==> src/rtl/sipo_deser_if.sv <==
// Bundle for the sipo_deser serial input, parallel output handshake and status flags.
// The slave modport is the deserializer; the master modport is whoever drives the link and consumes words.
interface sipo_deser_if #(
    parameter int unsigned WIDTH = 4
);
    logic             sin;
    logic             sin_en;
    logic             start;
    logic             dout_ready;
    logic             clr;
    logic [WIDTH-1:0] dout;
    logic             dout_valid;
    logic             busy;
    logic             frame_err;
    logic             overrun;

    modport master (
        output sin, sin_en, start, dout_ready, clr,
        input  dout, dout_valid, busy, frame_err, overrun
    );

    modport slave (
        input  sin, sin_en, start, dout_ready, clr,
        output dout, dout_valid, busy, frame_err, overrun
    );
endinterface

==> src/rtl/sipo_deser.sv <==
// LSB-first serial-in parallel-out deserializer with a valid/ready output holding register,
// framing-error pulse on mid-word restart and sticky overrun when a completed word is dropped.
module sipo_deser #(
    parameter int unsigned WIDTH = 4
) (
    input  logic         clk,
    input  logic         rst,
    sipo_deser_if.slave  bus
);
    localparam int unsigned CW = $clog2(WIDTH);

    typedef enum logic {
        IDLE  = 1'b0,
        SHIFT = 1'b1
    } state_e;

    state_e           state_q;
    logic [CW-1:0]    cnt_q;
    // Only sr[WIDTH-1:1] is kept: sr[0] is shifted out before it could ever reach a completed word.
    logic [WIDTH-2:0] sr_q;
    logic [WIDTH-1:0] dout_q;
    logic             dout_valid_q;
    logic             frame_err_q;
    logic             overrun_q;

    logic [WIDTH-1:0] word_d;
    logic             take_d;
    logic             last_d;
    logic             abort_d;
    logic             drop_d;

    // Decode of the current bit against the FSM state.
    always_comb begin
        word_d  = {bus.sin, sr_q};
        take_d  = bus.sin_en && (bus.start || (state_q == SHIFT));
        last_d  = bus.sin_en && !bus.start && (state_q == SHIFT) && (cnt_q == CW'(WIDTH - 1));
        abort_d = bus.sin_en && bus.start && (state_q == SHIFT);
        drop_d  = last_d && dout_valid_q && !bus.dout_ready;
    end

    always_ff @(posedge clk or posedge rst) begin
        if (rst) begin
            state_q      <= IDLE;
            cnt_q        <= '0;
            sr_q         <= '0;
            dout_q       <= '0;
            dout_valid_q <= 1'b0;
            frame_err_q  <= 1'b0;
            overrun_q    <= 1'b0;
        end else begin
            frame_err_q <= abort_d;

            if (take_d) begin
                sr_q <= word_d[WIDTH-1:1];
            end

            if (state_q == IDLE) begin
                if (bus.sin_en && bus.start) begin
                    state_q <= SHIFT;
                    cnt_q   <= CW'(1);
                end
            end else if (bus.sin_en) begin
                if (bus.start) begin
                    cnt_q <= CW'(1);
                end else if (cnt_q == CW'(WIDTH - 1)) begin
                    state_q <= IDLE;
                    cnt_q   <= '0;
                end else begin
                    cnt_q <= cnt_q + CW'(1);
                end
            end

            // A completing word may load into a slot that is being emptied on this same edge.
            if (last_d) begin
                if (!dout_valid_q || bus.dout_ready) begin
                    dout_q       <= word_d;
                    dout_valid_q <= 1'b1;
                end
            end else if (dout_valid_q && bus.dout_ready) begin
                dout_valid_q <= 1'b0;
            end

            if (drop_d) begin
                overrun_q <= 1'b1;
            end else if (bus.clr) begin
                overrun_q <= 1'b0;
            end
        end
    end

    assign bus.dout       = dout_q;
    assign bus.dout_valid = dout_valid_q;
    assign bus.busy       = (state_q == SHIFT);
    assign bus.frame_err  = frame_err_q;
    assign bus.overrun    = overrun_q;
endmodule

==> src/flat_wrapper.sv <==
// flat-port wrapper written by rule: the top's interface ports become plain ports
module sipo_deser_flat 
#(
    parameter int unsigned WIDTH = 4
)
  (clk, rst, bus_sin, bus_sin_en, bus_start, bus_dout_ready, bus_clr, bus_dout, bus_dout_valid, bus_busy, bus_frame_err, bus_overrun);
  sipo_deser_if #(.WIDTH(WIDTH)) bus_i ();
  input  logic clk;
  input  logic rst;
  input wire logic [$bits(bus_i.sin)-1:0] bus_sin;
  input wire logic [$bits(bus_i.sin_en)-1:0] bus_sin_en;
  input wire logic [$bits(bus_i.start)-1:0] bus_start;
  input wire logic [$bits(bus_i.dout_ready)-1:0] bus_dout_ready;
  input wire logic [$bits(bus_i.clr)-1:0] bus_clr;
  output wire logic [$bits(bus_i.dout)-1:0] bus_dout;
  output wire logic [$bits(bus_i.dout_valid)-1:0] bus_dout_valid;
  output wire logic [$bits(bus_i.busy)-1:0] bus_busy;
  output wire logic [$bits(bus_i.frame_err)-1:0] bus_frame_err;
  output wire logic [$bits(bus_i.overrun)-1:0] bus_overrun;
  assign bus_i.sin = bus_sin;
  assign bus_i.sin_en = bus_sin_en;
  assign bus_i.start = bus_start;
  assign bus_i.dout_ready = bus_dout_ready;
  assign bus_i.clr = bus_clr;
  assign bus_dout = bus_i.dout;
  assign bus_dout_valid = bus_i.dout_valid;
  assign bus_busy = bus_i.busy;
  assign bus_frame_err = bus_i.frame_err;
  assign bus_overrun = bus_i.overrun;
  sipo_deser #(.WIDTH(WIDTH)) u_core (.clk(clk), .rst(rst), .bus(bus_i));
endmodule
==> config.mk <==
export PLATFORM = sky130hd
export DESIGN_NAME = sipo_deser_flat
export DESIGN_NICKNAME = d
export VERILOG_FILES = /design/src/rtl/sipo_deser_if.sv /design/src/rtl/sipo_deser.sv /design/src/flat_wrapper.sv
export SDC_FILE = /design/constraint.sdc
export NUM_CORES = 1
export LEC_CHECK = 0
export ABC_AREA = 1
export CAP_MARGIN = 5
export CELL_PAD_IN_SITES_DETAIL_PLACEMENT = 0
export CELL_PAD_IN_SITES_GLOBAL_PLACEMENT = 1
export CORE_MARGIN = 4
export CORE_UTILIZATION = 35
export CTS_BUF_LIST = sky130_fd_sc_hd__clkbuf_8
export DETAILED_ROUTE_END_ITERATION = 8
export PLACE_DENSITY_LB_ADDON = 0.1
export SLEW_MARGIN = 20
export SYNTH_ARGS = -nofsm -noshare
export SYNTH_HDL_FRONTEND = slang
export SYNTH_SLANG_ARGS = --single-unit
==> constraint.sdc <==
create_clock -name clk -period 1.5 [get_ports clk]
set_clock_uncertainty 0.1 [all_clocks]
set_input_delay 0.375 -clock clk [delete_from_list [all_inputs] [get_ports clk]]
set_output_delay 0.375 -clock clk [all_outputs]
set_load 0.05 [all_outputs]
* Word-level counts from Yosys, hierarchy flattened *
Index checks and enable logic that the tools add are counted.

storage, ports and cells
  flip-flop bits (word level) = 13
  bits of input ports = 7
  output and inout bits = 8
  word-level logic and storage cells = 46

cells by class
  $add $sub $neg = 1
  equality and inequality tests = 3
  multiplexer cells = 15
  reduce and logical (&&, ||, !) cells = 20

operators with widths
  cell                                                           number
  1-bit two-way mux                                              10
  2-bit two-way mux                                              5
  1-bit logical AND                                              9
  2-bit AND reduction                                            3
  2-bit nonzero test                                             3
  2-bit != test, second input constant                           2
  1-bit zero test                                                3
  2-bit by 1-bit adder with 2-bit output, second input constant  1
  2-bit equality test, second input constant                     1
  1-bit logical OR                                               2

* Logic depth before layout (Yosys ltp) *
  depth in word-level cells = 7
  gate-level depth with buffers = 6
  depth with buffers taken out = 6

* Worst setup path after synthesis *
Ideal clock, no wire load.

  path kind = register to register
  from = register u_core.state_q (netlist: u_core.bus.busy)
  to = register u_core.dout_q[0] (netlist: u_core.bus.dout[0])
  setup time = 0.119 ns
  data arrival time = 1.149 ns
  required time = 1.281 ns
  slack = 0.131 ns
  stages on the path, launching flop included = 6
  path buffers = 0
  clock period less this slack = 1.369 ns
  cell sequence = dfrtp_1 nand2_2 inv_2 nand3_2 nand2_1 nand2_1

between the ends
  longest elaborated chain between the ends = 3

RTL lines
  what                                  RTL line          text
  from (decl)                           sipo_deser.sv:17  state_e state_q;
  from (signal assigned)                sipo_deser.sv:43  state_q <= IDLE;
  from (signal assigned)                sipo_deser.sv:59  state_q <= SHIFT;
  from (signal assigned)                sipo_deser.sv:66  state_q <= IDLE;
  1-bit logical AND (2 in series)       sipo_deser.sv:36  last_d = bus.sin_en && !bus.start && (state_q == SHIFT) && (cnt_q == CW'(WIDTH - 1));
  2-bit AND reduction (no source line)  -
  to (signal assigned)                  sipo_deser.sv:76  dout_q <= word_d;
  to (decl)                             sipo_deser.sv:21  logic [WIDTH-1:0] dout_q;

No other way between the ends.
A chain may end at the register's enable or synchronous reset.

* Final worst setup path *
  from = register u_core.state_q (netlist: u_core.bus.busy)
  to = output port bus_busy

RTL lines
  what       RTL line            text
  to (decl)  flat_wrapper.sv:17  output wire logic [$bits(bus_i.busy)-1:0] bus_busy;

No word-level cell between the ends.

==> summary.md <==
| Metric | Value |
|---|---|
| CTS tree | `yes` |
| Post-DP HPWL | `864 um` |
| Setup repair after global routing missed its margin | `no` |
| Die Ht | `47.8 um` |
| Register area share after synthesis | `0.588` |
| Worst slew margin | `0.884` |
| Setup TNS | `0 ps` |
| # DRC | `0` |
| Yosys warnings | `0` |
| Mapped Cells | `63` |
| H-tree Lvls | `1` |
| Initial core utilization | `0.367` |
| I/O pins | `15` |
| Cell variety after synth | `13` |
| CTS clk-pin slew, worst paths | `roughly 50 ps` |
| DR pass1 iterations | `2` |
| Final setup fails | `0` |
| Worst vdd ir | `0.986 mV` |
| Routed wire per std cell | `10.9 um` |
| Register area | `325 sq um` |
| Syn nets | `around 70` |
| Reg2reg path depth | `6` |
| Mapped Area | `553 sq um` |
| Layout cells sized above 1 | `0.233` |
| Fin crit share | `0.869` |
| Max Cap Viol | `0` |
| Clock latency on the worst-skew pair | `roughly 240 ps` |
| Filler cells | `128` |
| PnR Total Power | `1.48 mW` |
| Crit path DAT | `830 ps` |
| Critical Path End | `bus_busy` |
| Die ar. | `2280 sq um` |
| Worst-path fanout max | `3` |
| Data required time of the worst path | `1020 ps` |
| Row Count | `14` |
| # diodes | `0` |
| First-pass GRT wire length | `approximately 1.8 mm` |
| R2R setup slack | `300 ps` |
| Pwr/cell area | `1690 nW/um^2` |
| Initial drt markers | `5` |
| Crit-path max cell delay | `between 400 and 500 ps` |
| Kind of critical path | `flop to primary output` |
| CP bufs+invs | `1` |
| Core area | `between 1500 and 2000 sq um` |
| Cts hold-fix bufs | `0` |
| Most area-hungry cell type in the Yosys netlist | `dfrtp_1` |
| Leak | `0.447 nW` |
| Post CTS Setup Buffer Count | `0` |
| Slowest cell on crit path | `dfrtp_1` |
| Initial antenna violation count | `0` |
| Min Tclk post-route | `1300 ps` |
| Syn avg cell area | `slightly below 9 sq um` |
| Detail Route Antenna Nets | `0` |
| CP startpoint kind | `flop` |
| Drt total wl | `between 1 and 1.5 mm` |
| Via Count | `463` |
| Yosys reg bits | `13` |
| CTS Root Buffer Type | `clkbuf_8` |
| Port buffer count | `14` |
| Crit path depth | `1` |
| Worst r2r dst | `u_core.bus.dout[1]$_DFFE_PP0P_` |
| Worst hold path type | `input port to asynchronous set/reset pin` |
| Worst Tran Pin Value | `173 ps` |
| Max-slew violation count | `0` |
| Leading post-synthesis cells by cell area | `dfrtp_1, nand2_1, nand3_1` |
| Design Area, Final | `876 sq um` |
| Critical path, cell by cell | `buf_12` |
| Worst path top cell family by delay | `flip-flops` |
| Fin. Hold Viols | `0` |
| Routed vias/inst | `4.54` |
| Layout Cells excl Fill | `about 100` |
| Final Net Count | `95` |
| DP Cell Count | `98` |
| Max Root-Sink Buffers | `2` |
| Largest net degree at the start of global routing | `14` |
| Max Clk Rate | `between 700 and 800 MHz` |
| Gr usage total | `0.120` |
| Number of CTS-inserted buffers | `3` |
| RePlAce Congestion | `0.780` |
| Yosys top cell area share | `0.588` |
| Area grow syn2layout | `58.4%` |
| Clock sinks | `13` |
| Critical Path Sink Type | `primary output` |
| Die Width | `47.8 um` |
| Resized cells post-CTS | `0` |
| DP Area | `831 sq um` |
| Worst Setup SP | `u_core.bus.busy$_DFF_PP0_` |
| Multi-input logic area | `198 sq um` |
| Reg2reg start | `u_core.cnt_q[0]$_DFFE_PP0P_` |
| Vias in the first global route | `roughly 460` |
| Outcome | `finished, final reports clean` |
| GRT Residual Overflow | `0` |
-- cell usage in the layout (no fill, tap or decap), drive strengths merged --
cell / count
inv: 9
nand2: 21
a21oi: 1
ha: 1
o21ai: 1
dfrtp: 13
clkbuf: 3
buf: 13
clkdlybuf4s50: 6
nand3: 8
o21bai: 1
nor2: 9
-- final cells by class --
| type | count | share of cell area |
|---|---|---|
| Clock inverter | 1 | 0.00429 |
| Clock buffer | 3 | 0.0471 |
| Inverter | 8 | 0.0343 |
| Tap cell | 16 | 0.0229 |
| Timing Repair Buffer | 19 | 0.294 |
| Multi-Input combinational cell | 42 | 0.226 |
| Sequential cell | 13 | 0.371 |
-- report_power, final --
part	switching [mW]	total, mW	internal [mW]
logic	0.342	0.648	0.306
registers	0.0881	0.535	0.446
clock network	0.118	0.298	0.180
total	0.548	1.48	0.932
-- routing by layer --
| layer | up-vias | GRT usage | wire, um |
|---|---|---|---|
| met5 | - | 0 | 0 |
| met4 | 0 | 0.0484 | 10 |
| met3 | 2 | 0.0677 | 74 |
| met2 | 12 | 0.201 | 550 |
| met1 | 209 | 0.123 | 475 |
| li1 | 240 | - | - |
-- cell families (layout without fill, tap and decap cells) --
group | Yosys count | in the layout | synth area share
adder cells (fa/ha/maj) | 1 | 1 | 0.0226
AO/OA/AOI/OAI | 3 | 3 | 0.0317
AND/OR/NAND/NOR | 38 | 38 | 0.303
flip-flops | 13 | 13 | 0.588
buffers and inverters | 8 | 31 | 0.0543
-- worst min path at each step --
| stage | start | end | slack [ps] | cells after the start |
|---|---|---|---|---|
| 2_1_floorplan | rst | u_core.bus.busy$_DFF_PP0_ | 150 | 1 |
| 3_3_place_gp | u_core.sr_q[1]$_DFFE_PP0P_ | u_core.sr_q[0]$_DFFE_PP0P_ | 390 | 2 |
| 3_5_place_dp | u_core.sr_q[2]$_DFFE_PP0P_ | u_core.bus.dout[2]$_DFFE_PP0P_ | 390 | 2 |
| 4_1_cts | rst | u_core.bus.dout_valid$_DFFE_PP0P_ | 330 | 3 |
| 5_1_grt | rst | u_core.bus.dout_valid$_DFFE_PP0P_ | 350 | 3 |
| 6_report | rst | u_core.bus.dout_valid$_DFFE_PP0P_ | 330 | 3 |
-- cell usage after synthesis (all sizes together) --
master	number
o21bai	1
ha	1
nand2	21
a21oi	1
dfrtp	13
nand3	8
nor2	9
inv	8
o21ai	1
-- stage by stage --
step,setup WS [ps],util,hold slack [ps]
global placement,-26.8,0.551,388
floorplan,131,-,152
CTS,183,0.581,331
detailed placement,-63.9,0.551,395
finish,196,0.581,326
global route,114,0.581,354
-- registers in the layout, indices dropped and copies added (netlist names) --
signal / cells
u_core.bus.busy: 1
u_core.cnt_q: 2
u_core.bus.dout_valid: 1
u_core.bus.overrun: 1
u_core.bus.frame_err: 1
u_core.bus.dout: 4
u_core.sr_q: 3
(Power assumes the default switching activity.)
